### config.mk
export PLATFORM = sky130hd
export DESIGN_NAME = uart_reg_responder
export DESIGN_NICKNAME = d
export VERILOG_FILES = /design/src/rtl/uart_reg_responder.sv
export SDC_FILE = /design/constraint.sdc
export NUM_CORES = 1
export LEC_CHECK = 0
export ABC_AREA = 1
export CORE_UTILIZATION = 57
export DETAILED_ROUTE_END_ITERATION = 6
export PLACE_DENSITY = 0.95
export SLEW_MARGIN = 20
export SYNTH_ARGS = -nofsm -noshare
export SYNTH_HDL_FRONTEND = slang
export SYNTH_SLANG_ARGS = --single-unit
### constraint.sdc
create_clock -name i_sys_clk -period 2.9 [get_ports i_sys_clk]
set_input_delay 0.58 -clock i_sys_clk [delete_from_list [all_inputs] [get_ports i_sys_clk]]
set_output_delay 0.58 -clock i_sys_clk [all_outputs]
set_load 0.03 [all_outputs]
### src/rtl/uart_reg_responder.sv
// Register-access responder behind the uart_top FIFOs: 'W' addr data -> ACK, 'R' addr -> value, errors -> NAK.
// Optional feature macro: UART_REG_CHECKSUM_EN (trailing XOR checksum byte on W/R frames).
module uart_reg_responder #(
  parameter int unsigned NREGS          = 16,
  parameter int unsigned TIMEOUT_CYCLES = 1_000_000
) (
  input  logic               i_sys_clk,
  input  logic               i_sys_rst_n,
  input  logic [7:0]         i_rx_data,
  input  logic               i_rx_valid,
  input  logic               i_rx_empty,
  output logic               o_rx_read_en,
  output logic [7:0]         o_tx_data,
  output logic               o_tx_write_en,
  input  logic               i_tx_full,
  output logic [NREGS*8-1:0] o_regs,
  output logic               o_busy,
  output logic               o_timeout
);

  localparam logic [7:0] CMD_W = 8'h57;
  localparam logic [7:0] CMD_R = 8'h52;
  localparam logic [7:0] ACK   = 8'h06;
  localparam logic [7:0] NAK   = 8'h15;
  localparam int unsigned CW   = $clog2(TIMEOUT_CYCLES + 1);

  typedef enum logic [2:0] {
    IDLE     = 3'd0,
    GET_ADDR = 3'd1,
    GET_DATA = 3'd2,
`ifdef UART_REG_CHECKSUM_EN
    GET_CSUM = 3'd3,
`endif
    EXEC     = 3'd4,
    SEND     = 3'd5
  } state_t;

  state_t             state, state_nxt;
  logic [CW-1:0]      idle_cnt;
  logic [7:0]         cmd_q, addr_q, data_q, reply_q;
  logic [7:0]         rd_val, reply_c;
  logic [NREGS*8-1:0] regs;
  logic               rx_phase, get_phase, pop, tmo, wr_c, timeout_q;
  logic               cmd_ok, addr_ok, csum_ok;
  logic               unused_empty;
`ifdef UART_REG_CHECKSUM_EN
  logic [7:0]         csum_q;
`endif

  // The FIFO valid flag alone governs popping.
  assign unused_empty = i_rx_empty;

  // Read mux over the flat register vector.
  always_comb begin
    rd_val = 8'h00;
    for (int k = 0; k < int'(NREGS); k++) begin
      if (addr_q == 8'(k)) rd_val = regs[k*8 +: 8];
    end
  end

  // Next state, pop/timeout decode and EXEC reply selection.
  always_comb begin
    state_nxt = state;
    rx_phase  = 1'b0;
    get_phase = 1'b0;
    wr_c      = 1'b0;
    reply_c   = NAK;
    cmd_ok    = (cmd_q == CMD_W) || (cmd_q == CMD_R);
    addr_ok   = {1'b0, addr_q} < 9'(NREGS);
`ifdef UART_REG_CHECKSUM_EN
    csum_ok   = csum_q == (cmd_q ^ addr_q ^ ((cmd_q == CMD_W) ? data_q : 8'h00));
`else
    csum_ok   = 1'b1;
`endif
    case (state)
      IDLE: begin
        rx_phase = 1'b1;
        if (i_rx_valid)
          state_nxt = (i_rx_data == CMD_W || i_rx_data == CMD_R) ? GET_ADDR : EXEC;
      end
      GET_ADDR: begin
        rx_phase  = 1'b1;
        get_phase = 1'b1;
`ifdef UART_REG_CHECKSUM_EN
        if (i_rx_valid) state_nxt = (cmd_q == CMD_W) ? GET_DATA : GET_CSUM;
`else
        if (i_rx_valid) state_nxt = (cmd_q == CMD_W) ? GET_DATA : EXEC;
`endif
      end
      GET_DATA: begin
        rx_phase  = 1'b1;
        get_phase = 1'b1;
`ifdef UART_REG_CHECKSUM_EN
        if (i_rx_valid) state_nxt = GET_CSUM;
`else
        if (i_rx_valid) state_nxt = EXEC;
`endif
      end
`ifdef UART_REG_CHECKSUM_EN
      GET_CSUM: begin
        rx_phase  = 1'b1;
        get_phase = 1'b1;
        if (i_rx_valid) state_nxt = EXEC;
      end
`endif
      EXEC: begin
        state_nxt = SEND;
        if (cmd_ok && addr_ok && csum_ok) begin
          wr_c    = (cmd_q == CMD_W);
          reply_c = (cmd_q == CMD_W) ? ACK : rd_val;
        end
      end
      SEND: begin
        if (!i_tx_full) state_nxt = IDLE;
      end
      default: state_nxt = IDLE;
    endcase
    pop = rx_phase && i_rx_valid;
    tmo = get_phase && !i_rx_valid && (idle_cnt == CW'(TIMEOUT_CYCLES - 1));
    if (tmo) state_nxt = IDLE;
  end

  // State, frame capture, idle counter and register file.
  always_ff @(posedge i_sys_clk or negedge i_sys_rst_n) begin
    if (!i_sys_rst_n) begin
      state     <= IDLE;
      idle_cnt  <= '0;
      cmd_q     <= 8'h00;
      addr_q    <= 8'h00;
      data_q    <= 8'h00;
      reply_q   <= 8'h00;
      timeout_q <= 1'b0;
      regs      <= '0;
`ifdef UART_REG_CHECKSUM_EN
      csum_q    <= 8'h00;
`endif
    end else begin
      state     <= state_nxt;
      timeout_q <= tmo;
      idle_cnt  <= (get_phase && !pop) ? idle_cnt + CW'(1) : '0;
      if (pop) begin
        case (state)
          IDLE:     cmd_q  <= i_rx_data;
          GET_ADDR: addr_q <= i_rx_data;
          GET_DATA: data_q <= i_rx_data;
`ifdef UART_REG_CHECKSUM_EN
          GET_CSUM: csum_q <= i_rx_data;
`endif
          default: ;
        endcase
      end
      if (state == EXEC) reply_q <= reply_c;
      if (wr_c) begin
        for (int k = 0; k < int'(NREGS); k++) begin
          if (addr_q == 8'(k)) regs[k*8 +: 8] <= data_q;
        end
      end
    end
  end

  assign o_rx_read_en  = pop;
  assign o_tx_write_en = (state == SEND) && !i_tx_full;
  assign o_tx_data     = reply_q;
  assign o_busy        = (state != IDLE);
  assign o_timeout     = timeout_q;
  assign o_regs        = regs;

endmodule

== After elaboration in Yosys (flattened, before gate mapping) ==
Cells that the tools add are included.
W data, S select, Z words.

* $lt $le $gt $ge: 1
* Shift operators: 0
* Div/mod/pow operators: 0
* Multipliers: 0
* Reductions and logical operators: 36
* Eq/ne operators: 28
* Muxes and demuxes: 31
* Bitwise operators: 0
* Add/subtract/negate cells: 1

{| class="wikitable"
|+ Operators with widths
! operator !! count
|-
| $mux W8 || 18
|-
| $eq A8 B4 Y1 const B || 8
|-
| $reduce_and A2 Y1 || 19
|-
| $eq A8 B3 Y1 const B || 4
|-
| $eq A8 B7 Y1 const B || 4
|-
| $mux W3 || 7
|-
| $add A20 B1 Y20 const B || 1
|-
| $eq A20 B20 Y1 const B || 1
|-
| $mux W20 || 1
|-
| $eq A8 B2 Y1 const B || 2
|-
| $pmux W3 S5 || 1
|-
| $ne A3 B3 Y1 const B || 4
|-
| $eq A8 B1 Y1 const B || 1
|-
| $logic_not A8 Y1 || 1
|-
| $lt A8 B5 Y1 const B || 1
|-
| $eq A3 B3 Y1 const B || 2
|-
| $logic_and A1 B1 Y1 || 6
|-
| $mux W1 || 4
|-
| $reduce_and A4 Y1 || 1
|-
| $eq A3 B1 Y1 const B || 1
|-
| $eq A3 B2 Y1 const B || 1
|-
| $logic_not A1 Y1 || 3
|-
| $logic_not A3 Y1 || 1
|-
| $reduce_bool A3 Y1 || 1
|-
| other kinds (3) || 4
|}

* RAM bits: 0
* Latch bits: 0
* Input port bits: 13
* Memories: 0
* Bits in read-only memories: 0
* Bits in registers: 184
* Word-level logic and storage cells: 120

== Depth between registers and ports, before layout ==
Gate-level depths: netlist of the first run.

* Word-level depth: 19
* Mapped depth: 17

== Worst setup path after synthesis of the first run ==
Ideal clock, no wire load.

* Path type: input to output
* Start: input i_tx_full
* End: output o_tx_write_en
* Slack: 749 ps
* Data arrival time: 1571 ps
* Stages on the path: 1
* Data required time: 2320 ps
* Cell sequence: nor4_1

* Longest elaborated chain between the ends: 2

{| class="wikitable"
|+ Ends and longest elaborated chain
! item !! RTL line !! text
|-
| start, declared || 15 || <nowiki>input logic i_tx_full,</nowiki>
|-
| $logic_not A1 Y1 || 162 || <nowiki>assign o_tx_write_en = (state == SEND) && !i_tx_full;</nowiki>
|-
| $logic_and A1 B1 Y1 || 162 ||
|-
| end, declared || 14 || <nowiki>output logic o_tx_write_en,</nowiki>
|}

No other way between the ends.

== Worst setup path in the final report of the first run ==
* Start: register addr_q[5]
* End: register reply_q[7] (netlist: o_tx_data[7])

* Longest elaborated chain between the ends: 19
* Elaborated cells between the ends (all ways): 36
* Classes of those cells: order compare (1); eq/ne (15); mux (18); reduce/logical (2)

{| class="wikitable"
|+ Ends and longest elaborated chain
! item !! RTL line !! text
|-
| start, declared || 40 || <nowiki>logic [7:0] cmd_q, addr_q, data_q, reply_q;</nowiki>
|-
| start signal, assigned || 144 || <nowiki>GET_ADDR: addr_q <= i_rx_data;</nowiki>
|-
| $logic_not A8 Y1 || 57 || <nowiki>if (addr_q == 8'(k)) rd_val = regs[k*8 +: 8];</nowiki>
|-
| $mux W8 (16 in series) || 57 ||
|-
| $mux W8 || 110 || <nowiki>reply_c = (cmd_q == CMD_W) ? ACK : rd_val;</nowiki>
|-
| $mux W8 * || 108 || <nowiki>if (cmd_ok && addr_ok && csum_ok) begin</nowiki>
|-
| end signal, assigned || 152 || <nowiki>if (state == EXEC) reply_q <= reply_c;</nowiki>
|-
| end, declared || 40 ||
|}

Every way passes the cells marked *; elsewhere a longest branch is shown, timed or not.
A chain may end at the register's enable or synchronous reset.

==> flow_metrics.tcl, run 1 <==
set metrics [dict create \
    die-area_mm2 0.01510 \
    grtUsageMet3_pct 5.855 \
    finalNetCount 1158 \
    r2r_slack_ns 0.12 \
    rows 43 \
    cap_viol_max_count 0 \
    worstReg2RegEnd "o_tx_data[7]" \
    grt-ovfl-total 0 \
    synth-edff-count 0 \
    fmax_mhz 359.2 \
    hold_violations 0 \
    numCtsBuffers 17 \
    crit_path_end "o_tx_data[7]" \
    postSynthCellCount 991 \
    fin_crit_ns 2.784 \
    hold_path.class "in2async" \
    vias_per_cell 6.035 \
    io-pin-count 153 \
    dieHeight_um 122.9 \
    seq_area_mm2 0.004604 \
    routed_wl_um 24110 \
    synth.avg_cell_area_um2 8.402 \
    clk_latency_ns 0.44 \
    syn-num-nets 1005 \
    antenna_cells_inserted 0 \
    final.setup_skew_ns 0.008697 \
    worstPathCellList "nor2_1, nand2_2, inv_1, nand2_1, nor2_1, nand2_1, nand3_1, a21oi_1, nand4_1, nor2_1, nand4_1, nor2_1, nand4_1, nand2_1, nand2_1" \
    vias 8069 \
    startpoint_type "flip-flop" \
    synth_area_mm2 0.008327 \
    ir_drop_uv 473.1 \
    cpPeakStageDelay_ns 0.35 \
    ys_async_sr_fraction_pct 100.0 \
    cts.reportedPaths.clkPinSlew_ns 0.07 \
    final_layout_size_suffix_gt1_share_pct 7.260 \
    first_pass_iters 7 \
    critPathMaxFanout 13 \
    gp_congestion 0.8990 \
    setup_tns_ns 0 \
    tightest_slew_ns 0.8488 \
    hold_buffers 0 \
    critical_path_class "reg2reg" \
    use_met2_pct 53.41 \
    mostFrequentLayoutCells "nand2_1, dfrtp_1, clkdlybuf4s50_1" \
    antenna_left 0 \
    worstSetupStartpoint "addr_q[5]" \
    grt_antenna_before_repair 0 \
    cp-end-kind "flip-flop" \
    rr_startpoint "addr_q[5]" \
    fillers 852 \
    power_mw 6.191 \
    hold_slack_ns 0.1183 \
    dieWidth_um 122.9 \
    synth-main-ff-cell "dfrtp_1" \
    final_max_slew_viol_count 0 \
    numPortBuffers 151 \
    busiest_layer "met2" \
    post-route-drc-count 0 \
    cp.arrival_ns 3.11 \
    grt_pass1_vias 7439 \
    fin_crit_sh_pct 96.00 \
    htree_levels 4 \
    core_mm2 0.01404 \
    setup_ws_ns 0.1160 \
    drt_iter0_markers 1112 \
    post_cts_buffers 0 \
    cts-root-buf "clkbuf_16" \
    grt_max_degree 69 \
    multi_input_area_mm2 0.003219 \
    status "finished clean" \
    synth_cell_types 37 \
    grt_use_met1_pct 43.27 \
    relSlewSlack_pct 43.35 \
    start_util_pct 59.30 \
    p_per_area_mw_per_mm2 582.6 \
    syn2layout_area_growth_pct 27.62 \
    cts.repair.resized 0 \
    finalSetupViolCount 0 \
    clock-sinks 184 \
    layout_commonest_cell "nand2_1" \
    crit_required_ns 3.23 \
    tritoncts "built" \
    slowest_stage "dfrtp_1" \
    grt.total_usage_pct 33.40 \
    wl_per_cell_um 18.03 \
    worstRegToRegCells 15 \
    post-place-ws_ns 0.1459 \
    leakage_nw 4.660 \
    yosysSeqAreaShare_pct 55.30 \
    dp_hpwl_um 16260 \
    grt_first_pass_wirelength_um 37550 \
    clockBufferDepth 2 \
    ys_seq_elements 184 \
    ys_warn_count 0 \
    rsz0062_at_grt "false" \
]
[final cells by class]
class / instances / share of cell area (%)
Clock inverter: 14 / 1.884
Clock buffer: 18 / 4.133
Multi-Input combinational cell: 694 / 30.30
Timing Repair Buffer: 165 / 15.34
Sequential cell: 184 / 43.33
Inverter: 82 / 2.897
Tap cell: 180 / 2.119
[cell usage after synthesis (2+ instances only)]
| library cell | count | share of area (%) |
|---|---|---|
| nand2_2 | 2 | 0.15 |
| o21ai_2 | 8 | 0.84 |
| inv_1 | 80 | 3.6 |
| o21a_1 | 4 | 0.36 |
| o21bai_1 | 2 | 0.18 |
| xor2_1 | 3 | 0.32 |
| nor2_1 | 88 | 4.0 |
| a21oi_1 | 24 | 1.4 |
| o21ai_0 | 87 | 5.2 |
| buf_6 | 8 | 1.1 |
| nand3_1 | 26 | 1.6 |
| nor2_4 | 2 | 0.27 |
| nand2_1 | 302 | 14 |
| or2_2 | 6 | 0.45 |
| dfrtp_1 | 184 | 55 |
| o21ai_1 | 72 | 4.3 |
| clkbuf_1 | 18 | 0.81 |
| nor2_2 | 6 | 0.45 |
| a211oi_1 | 2 | 0.18 |
| a31oi_1 | 3 | 0.23 |
| nand4_1 | 26 | 2.0 |
| buf_2 | 3 | 0.18 |
| nor3_1 | 9 | 0.54 |
| nand2_4 | 9 | 1.2 |
| nor4_1 | 5 | 0.38 |
[metal layers]
metal / share of wire [%] / wire length [µm] / vias to the layer above
li1: - / - / 3557
met1: 38 / 9128 / 3813
met2: 47 / 11370 / 584
met3: 10 / 2399 / 115
met4: 5.0 / 1211 / 0
met5: 0 / 0 / -
[worst min path at each step]
stage,from,end,slack (ns),cells after the start
floorplan,i_sys_rst_n,addr_q[0],0.28,0
global placement,idle_cnt[0],idle_cnt[0],0.45,1
detailed placement,idle_cnt[0],idle_cnt[0],0.45,1
CTS,i_sys_rst_n,o_regs[47],0.16,1
global route,i_sys_rst_n,o_regs[46],0.19,1
finish,i_sys_rst_n,o_regs[46],0.12,1
[worst max-delay path: cells and delay by family (launching register included)]
kind | cells | cell delay (ns)
compound gates | 1 | 0.23
buf+inv | 1 | 0.26
simple gates | 13 | 1.83
flops | 1 | 0.35
[report_power, final]
group          switching, mW  internal (mW)  total (mW)
Sequential             0.108           2.69        2.80
Clock                   1.02           1.47        2.49
Combinational          0.669          0.234       0.903
[metrics by stage]
stage	utilization, %	instance area (µm²)	std cells
global route	75.68	10630	1337
global placement	71.12	9987	1305
floorplan	-	8327	991
detailed placement	71.12	9987	1305
CTS	75.68	10630	1337
finish	75.68	10630	1337
[registers in the layout, indices dropped and copies added (netlist names)]
register and cells:
addr_q 8, cmd_q 8, data_q 8, idle_cnt 20, o_regs 128, o_timeout 1, o_tx_data 8, state 3
[cell families after synthesis]
logic type,synth area share [%]
adder cells (fa/ha/maj),0.1502
flip-flops,55.30
AND/OR/NAND/NOR,25.21
XOR/XNOR,0.3156
AO/OA/AOI/OAI,12.98
buffers and inverters,6.040
Power figures use the tool's default switching activity.
==> run 2, diff against run 1 <==
--- a/config.mk
+++ b/config.mk
@@ -5,9 +5,10 @@
 export SDC_FILE = /design/constraint.sdc
 export NUM_CORES = 1
 export LEC_CHECK = 0
-export ABC_AREA = 1
-export CORE_UTILIZATION = 57
+export CORE_UTILIZATION = 59
+export CTS_BUF_LIST = sky130_fd_sc_hd__clkbuf_8
 export DETAILED_ROUTE_END_ITERATION = 6
+export GPL_ROUTABILITY_DRIVEN = 0
 export PLACE_DENSITY = 0.95
 export SLEW_MARGIN = 20
 export SYNTH_ARGS = -nofsm -noshare
==> run 2 against run 1 <==
- critical endpoint is now o_regs[102]
- the run now ends with design-rule violations left
- clock power fell by 30%
- cell area rose by 6.4%
- wire length rose by 10%
- critical path type unchanged
==> flow_metrics.tcl, run 2 <==
set metrics [dict create \
    status "finished, violations left" \
    failed_checks "design-rule violations" \
    tightest_slew_ns 0.7544 \
    grt_max_degree 67 \
    grt_antenna_before_repair 0 \
    startpoint_type "flip-flop" \
    yosys-top-cells-area "dfrtp_1, mux2_2, nor4_4" \
    vias_per_cell 6.661 \
    numCtsBuffers 17 \
    synth.top_cell.area_share_pct 51.10 \
    core_mm2 0.01470 \
    leakage_nw 4.900 \
    grt.total_usage_pct 35.42 \
    vias 7280 \
    grt_first_pass_wirelength_um 42280 \
    first_pass_iters 7 \
    post-route-util_pct 76.95 \
    cap_viol_max_count 0 \
    cp-end-kind "flip-flop" \
    hold_buffers 0 \
    final.setup_skew_ns 0.01873 \
    dieWidth_um 125.6 \
    hold_path.class "in2async" \
    ys_warn_count 0 \
    relSlewSlack_pct 49.71 \
    final_max_slew_viol_count 0 \
    routed_wl_um 26530 \
    die-area_mm2 0.01577 \
    cp.arrival_ns 3.12 \
    synth_top_cell_by_area "dfrtp_1" \
    largest_reg_flops 128 \
    synth-main-ff-cell "dfrtp_1" \
    synth_cell_types 70 \
    drt_iter0_markers 733 \
    ir_drop_uv 386.9 \
    layout_commonest_cell "dfrtp_1" \
    start_util_pct 61.30 \
    final_layout_size_suffix_gt1_share_pct 28.93 \
    synth_area_mm2 0.009010 \
    postSynthCellCount 732 \
    crit_required_ns 3.27 \
    clockBufferDepth 2 \
    place_area_mm2 0.01091 \
    critical_path_class "reg2reg" \
    synthTopCellsByCount "dfrtp_1, mux2_2, nor2_1" \
    antenna_cells_inserted 0 \
    syn2layout_area_growth_pct 25.54 \
    mostFrequentLayoutCells "dfrtp_1, mux2_2, clkdlybuf4s50_1" \
    grt-ovfl-total 0 \
    critPathMaxFanout 14 \
    wl_per_cell_um 24.27 \
    finalSetupViolCount 0 \
    fmax_mhz 363.8 \
    p_per_area_mw_per_mm2 604.9 \
    yosys.cell_count.top_type "dfrtp_1" \
    finalNetCount 911 \
    post-route-drc-count 7 \
    tritoncts "built" \
    rsz0062_at_grt "false" \
    numPortBuffers 151 \
    dp_hpwl_um 18110 \
    setup_tns_ns 0 \
    fillers 857 \
    grt_pass1_vias 7375 \
    ys_seq_elements 184 \
    hold_violations 0 \
    io-pin-count 153 \
    syn-num-nets 746 \
    synth.avg_cell_area_um2 12.31 \
    clk_latency_ns 0.49 \
    ys_async_sr_fraction_pct 100.0 \
    cts.reportedPaths.clkPinSlew_ns 0.10 \
    power_mw 6.842 \
    fin_crit_sh_pct 94.78 \
    htree_levels 4 \
    rows 44 \
    worstRegToRegCells 7 \
    dieHeight_um 125.6 \
    yosysSeqAreaShare_pct 51.10 \
    cts-root-buf "clkbuf_8" \
    antenna_left 0 \
    fin_area_mm2 0.01131 \
    synth-edff-count 0 \
    clock-sinks 184 \
    fin_crit_ns 2.749 \
]
-- run 2: changes by cell type after synthesis, moves of 52 or more --
cell and delta:
o21ai_1 -72, o21ai_0 -54, inv_1 -69, mux2_2 +158, nand2_1 -267, nor2_1 -52
-- run 2: cells by family (layout without fill, tap and decap cells) --
logic type	Yosys count	after routing	synth area share [%]
AO/OA/AOI/OAI	106	106	8.069
multiplexers	173	173	22.25
buffers and inverters	59	236	2.569
AND/OR/NAND/NOR	191	191	14.12
adder cells (fa/ha/maj)	1	1	0.1388
XOR/XNOR	18	18	1.750
flip-flops	184	184	51.10
-- run 2: final cells by class --
cell class                 count  area, µm²  share of cell area [%]
clock buffer                  17      234.0                   2.069
clock inverter                14      158.9                   1.405
inverter                      11      41.29                  0.3650
multi-input combinational    489       4179                   36.95
sequential                   184       4607                   40.73
tap                          184      230.2                   2.035
timing repair buffer         194       1861                   16.45
-- run 2: worst max-delay path, stage by stage, from the launching register on --
cell	delay (ns)
dfrtp_1	0.39
nor4bb_1	0.42
and4_1	0.35
nand3_4	0.34
buf_4	0.30
nor4_4	0.29
buf_4	0.20
mux2_2	0.35
-- run 2: power by group --
part	switching (mW)	internal (mW)	leakage [nW]	total, mW
clock network	1.03	0.716	0.194	1.75
registers	0.325	2.70	2.50	3.03
logic	1.29	0.774	2.20	2.06
total	2.65	4.19	4.90	6.84
-- run 2: metal layers --
metal / global-route usage [%] / vias to the layer above / part of all wire, %
met1: 46.65 / 3588 / 38
met4: 19.01 / 0 / 4.8
met2: 54.12 / 543 / 47
met3: 9.071 / 121 / 11
li1: - / 3028 / -
met5: 0 / - / 0
-- run 2: repair_timing --
action                     CTS  global route
setup endpoints to repair    0            13
resized for setup            0             1
setup buffers                0             0
-- run 2: final timing paths --
| kind | start | endpoint | slack [ns] |
|---|---|---|---|
| max | cmd_q[3] | o_regs[102] | 0.15 |
| min | i_sys_rst_n | addr_q[5] | 0.09 |
| max reg2reg | cmd_q[3] | o_regs[102] | 0.15 |
| min reg2reg | cmd_q[4] | cmd_q[4] | 0.52 |
| max in group asynchronous | i_sys_rst_n | o_regs[114] | 2.07 |
| min in group i_sys_clk | cmd_q[4] | cmd_q[4] | 0.52 |
-- run 2: per-stage QoR --
stage               instances  hold WS [ns]  worst slack [ns]
detailed placement       1062        0.4914            0.1158
global route             1093        0.1266          0.001760
floorplan                 732        0.2844            0.4784
CTS                      1093        0.1007            0.1252
finish                   1093       0.08510            0.1515
global placement         1062        0.4803            0.2483
==> run 3, diff against run 2 <==
--- a/config.mk
+++ b/config.mk
@@ -5,6 +5,7 @@
 export SDC_FILE = /design/constraint.sdc
 export NUM_CORES = 1
 export LEC_CHECK = 0
+export CORE_MARGIN = 1.5
 export CORE_UTILIZATION = 59
 export CTS_BUF_LIST = sky130_fd_sc_hd__clkbuf_8
 export DETAILED_ROUTE_END_ITERATION = 6
==> run 3 against run 2 <==
- the run now ends clean
- first-iteration DRC count is 26% higher
- setup slack worse by 0.079 ns
- wire length up 2.0%
- critical path type unchanged
- largest cell class unchanged
- highest routed layer unchanged
==> flow_metrics.tcl, run 3 (synthesis gave the netlist of run 2 again) <==
set metrics [dict create \
    cpLargestDelayFamily "simple AND/OR/NAND/NOR gates" \
    critPathBufInv 0 \
    setup_tns_ns 0 \
    cts.repair.resized 0 \
    p_per_area_mw_per_mm2 604.9 \
    grt_first_pass_wirelength_um 41810 \
    cp.depth 5 \
    worstReg2RegEnd "o_regs[15]" \
    startpoint_type "flip-flop" \
    wl_per_cell_um 24.84 \
    htree_levels 4 \
    drt_iter0_markers 922 \
    rows 44 \
    post-place-ws_ns 0.1240 \
    numCtsBuffers 17 \
    dieHeight_um 126.6 \
    r2r_slack_ns 0.07 \
    start_util_pct 61.30 \
    multi_input_area_mm2 0.004174 \
    post_cts_buffers 0 \
    fin_crit_sh_pct 97.50 \
    vias 7404 \
    crit_required_ns 3.27 \
    cts.reportedPaths.clkPinSlew_ns 0.10 \
    grt-ovfl-total 0 \
    cap_viol_max_count 0 \
    mostFrequentLayoutCells "dfrtp_1, mux2_2, clkdlybuf4s50_1" \
    power.switching_mw 2.644 \
    hold_buffers 0 \
    switching_share_pct 38.88 \
    final_layout_size_suffix_gt1_share_pct 28.40 \
    slowest_stage "nor4_4" \
    core_mm2 0.01470 \
    grt_pass1_vias 7345 \
    cp.arrival_ns 3.20 \
    syn2layout_area_growth_pct 24.76 \
    power_frac_seq_pct 44.7 \
    ir_drop_uv 463.9 \
    antenna_cells_inserted 0 \
    numPortBuffers 151 \
    tritoncts "built" \
    grt_max_degree 75 \
    tightest_slew_ns 0.8165 \
    layout_commonest_cell "dfrtp_1" \
    fmax_mhz 353.7 \
    relSlewSlack_pct 45.56 \
    clockBufferDepth 2 \
    clk_latency_ns 0.49 \
    final.setup_skew_ns 0.01409 \
    antenna_left 0 \
    final_max_slew_viol_count 0 \
    rsz0062_at_grt "false" \
    dieWidth_um 126.6 \
    critical_path_class "reg2reg" \
    setup_ws_ns 0.07251 \
    worstPathCellList "nor4bb_1, and4_1, nand3_4, nor4_4, mux2_2" \
    seq_area_mm2 0.004607 \
    p_int_mw 4.156 \
    crit_path_end "o_regs[15]" \
    clock-sinks 184 \
    first_pass_iters 6 \
    hold_violations 0 \
    hold_path.class "in2async" \
    worstSetupStartpoint "cmd_q[3]" \
    status "finished clean" \
    vias_per_cell 6.799 \
    worstRegToRegCells 5 \
    hold_slack_ns 0.1217 \
    critPathMaxFanout 15 \
    p_clk_share_pct 24.9 \
    leakage_nw 4.889 \
    cts-root-buf "clkbuf_8" \
    combPwrFrac_pct 30.4 \
    cpPeakStageDelay_ns 0.77 \
    grt.total_usage_pct 34.45 \
    fin_crit_ns 2.827 \
    io-pin-count 153 \
    cp-end-kind "flip-flop" \
    fillers 837 \
    finalSetupViolCount 0 \
    finalNetCount 906 \
    rr_startpoint "cmd_q[3]" \
    dp_hpwl_um 18120 \
    post-route-drc-count 0 \
    largest_reg_flops 128 \
    post-route-util_pct 76.47 \
    power_mw 6.799 \
    routed_wl_um 27050 \
    grt_antenna_before_repair 0 \
    die-area_mm2 0.01602 \
]
run 3: cell types whose count changed in the layout (fill, tap and decap cells not counted), moves of 2 or more:
cell / before / now
buf_4: 41 / 37
clkinv_2: 0 / 3
clkinv_4: 2 / 4
clkinvlp_4: 2 / 0
inv_8: 4 / 2
run 3: layout make-up:
type                            count  area share (%)
Clock inverter                     15           1.258
Sequential cell                   184           40.98
Multi-Input combinational cell    489           37.13
Clock buffer                       17           2.081
Tap cell                          184           2.048
Timing Repair Buffer              189           16.13
Inverter                           11          0.3673
run 3: metal layers:
metal | routed length [µm] | GRT usage (%) | part of all wire, % | up-vias
li1 | - | - | - | 3024
met1 | 10100 | 44.81 | 37 | 3675
met2 | 12770 | 54.00 | 47 | 556
met3 | 2832 | 8.730 | 10 | 149
met4 | 1343 | 17.58 | 5.0 | 0
met5 | 0 | 0 | 0 | -
run 3: power by group through the flow:
stage	logic, mW	registers, mW	clock network [mW]
3_5_place_dp	1.95	3.07	0
5_1_grt	2.17	3.06	1.81
2_1_floorplan	1.45	2.85	0
3_3_place_gp	1.88	3.05	0
6_report	2.07	3.04	1.69
4_1_cts	1.99	3.02	1.69
run 3: worst min path at each step:
stage,depth (start not counted),start,to,slack (ns)
2_1_floorplan,0,i_sys_rst_n,addr_q[0],0.28
3_3_place_gp,1,cmd_q[6],cmd_q[6],0.48
3_5_place_dp,1,cmd_q[6],cmd_q[6],0.49
4_1_cts,1,i_sys_rst_n,o_regs[3],0.14
5_1_grt,1,i_sys_rst_n,state[2],0.15
6_report,1,i_sys_rst_n,o_timeout,0.12
run 3: metrics by stage:
stage	area, µm²	std cells
4_1_cts	11240	1089
3_3_place_gp	10860	1057
2_1_floorplan	9010	732
3_5_place_dp	10860	1057
5_1_grt	11240	1089
6_report	11240	1089
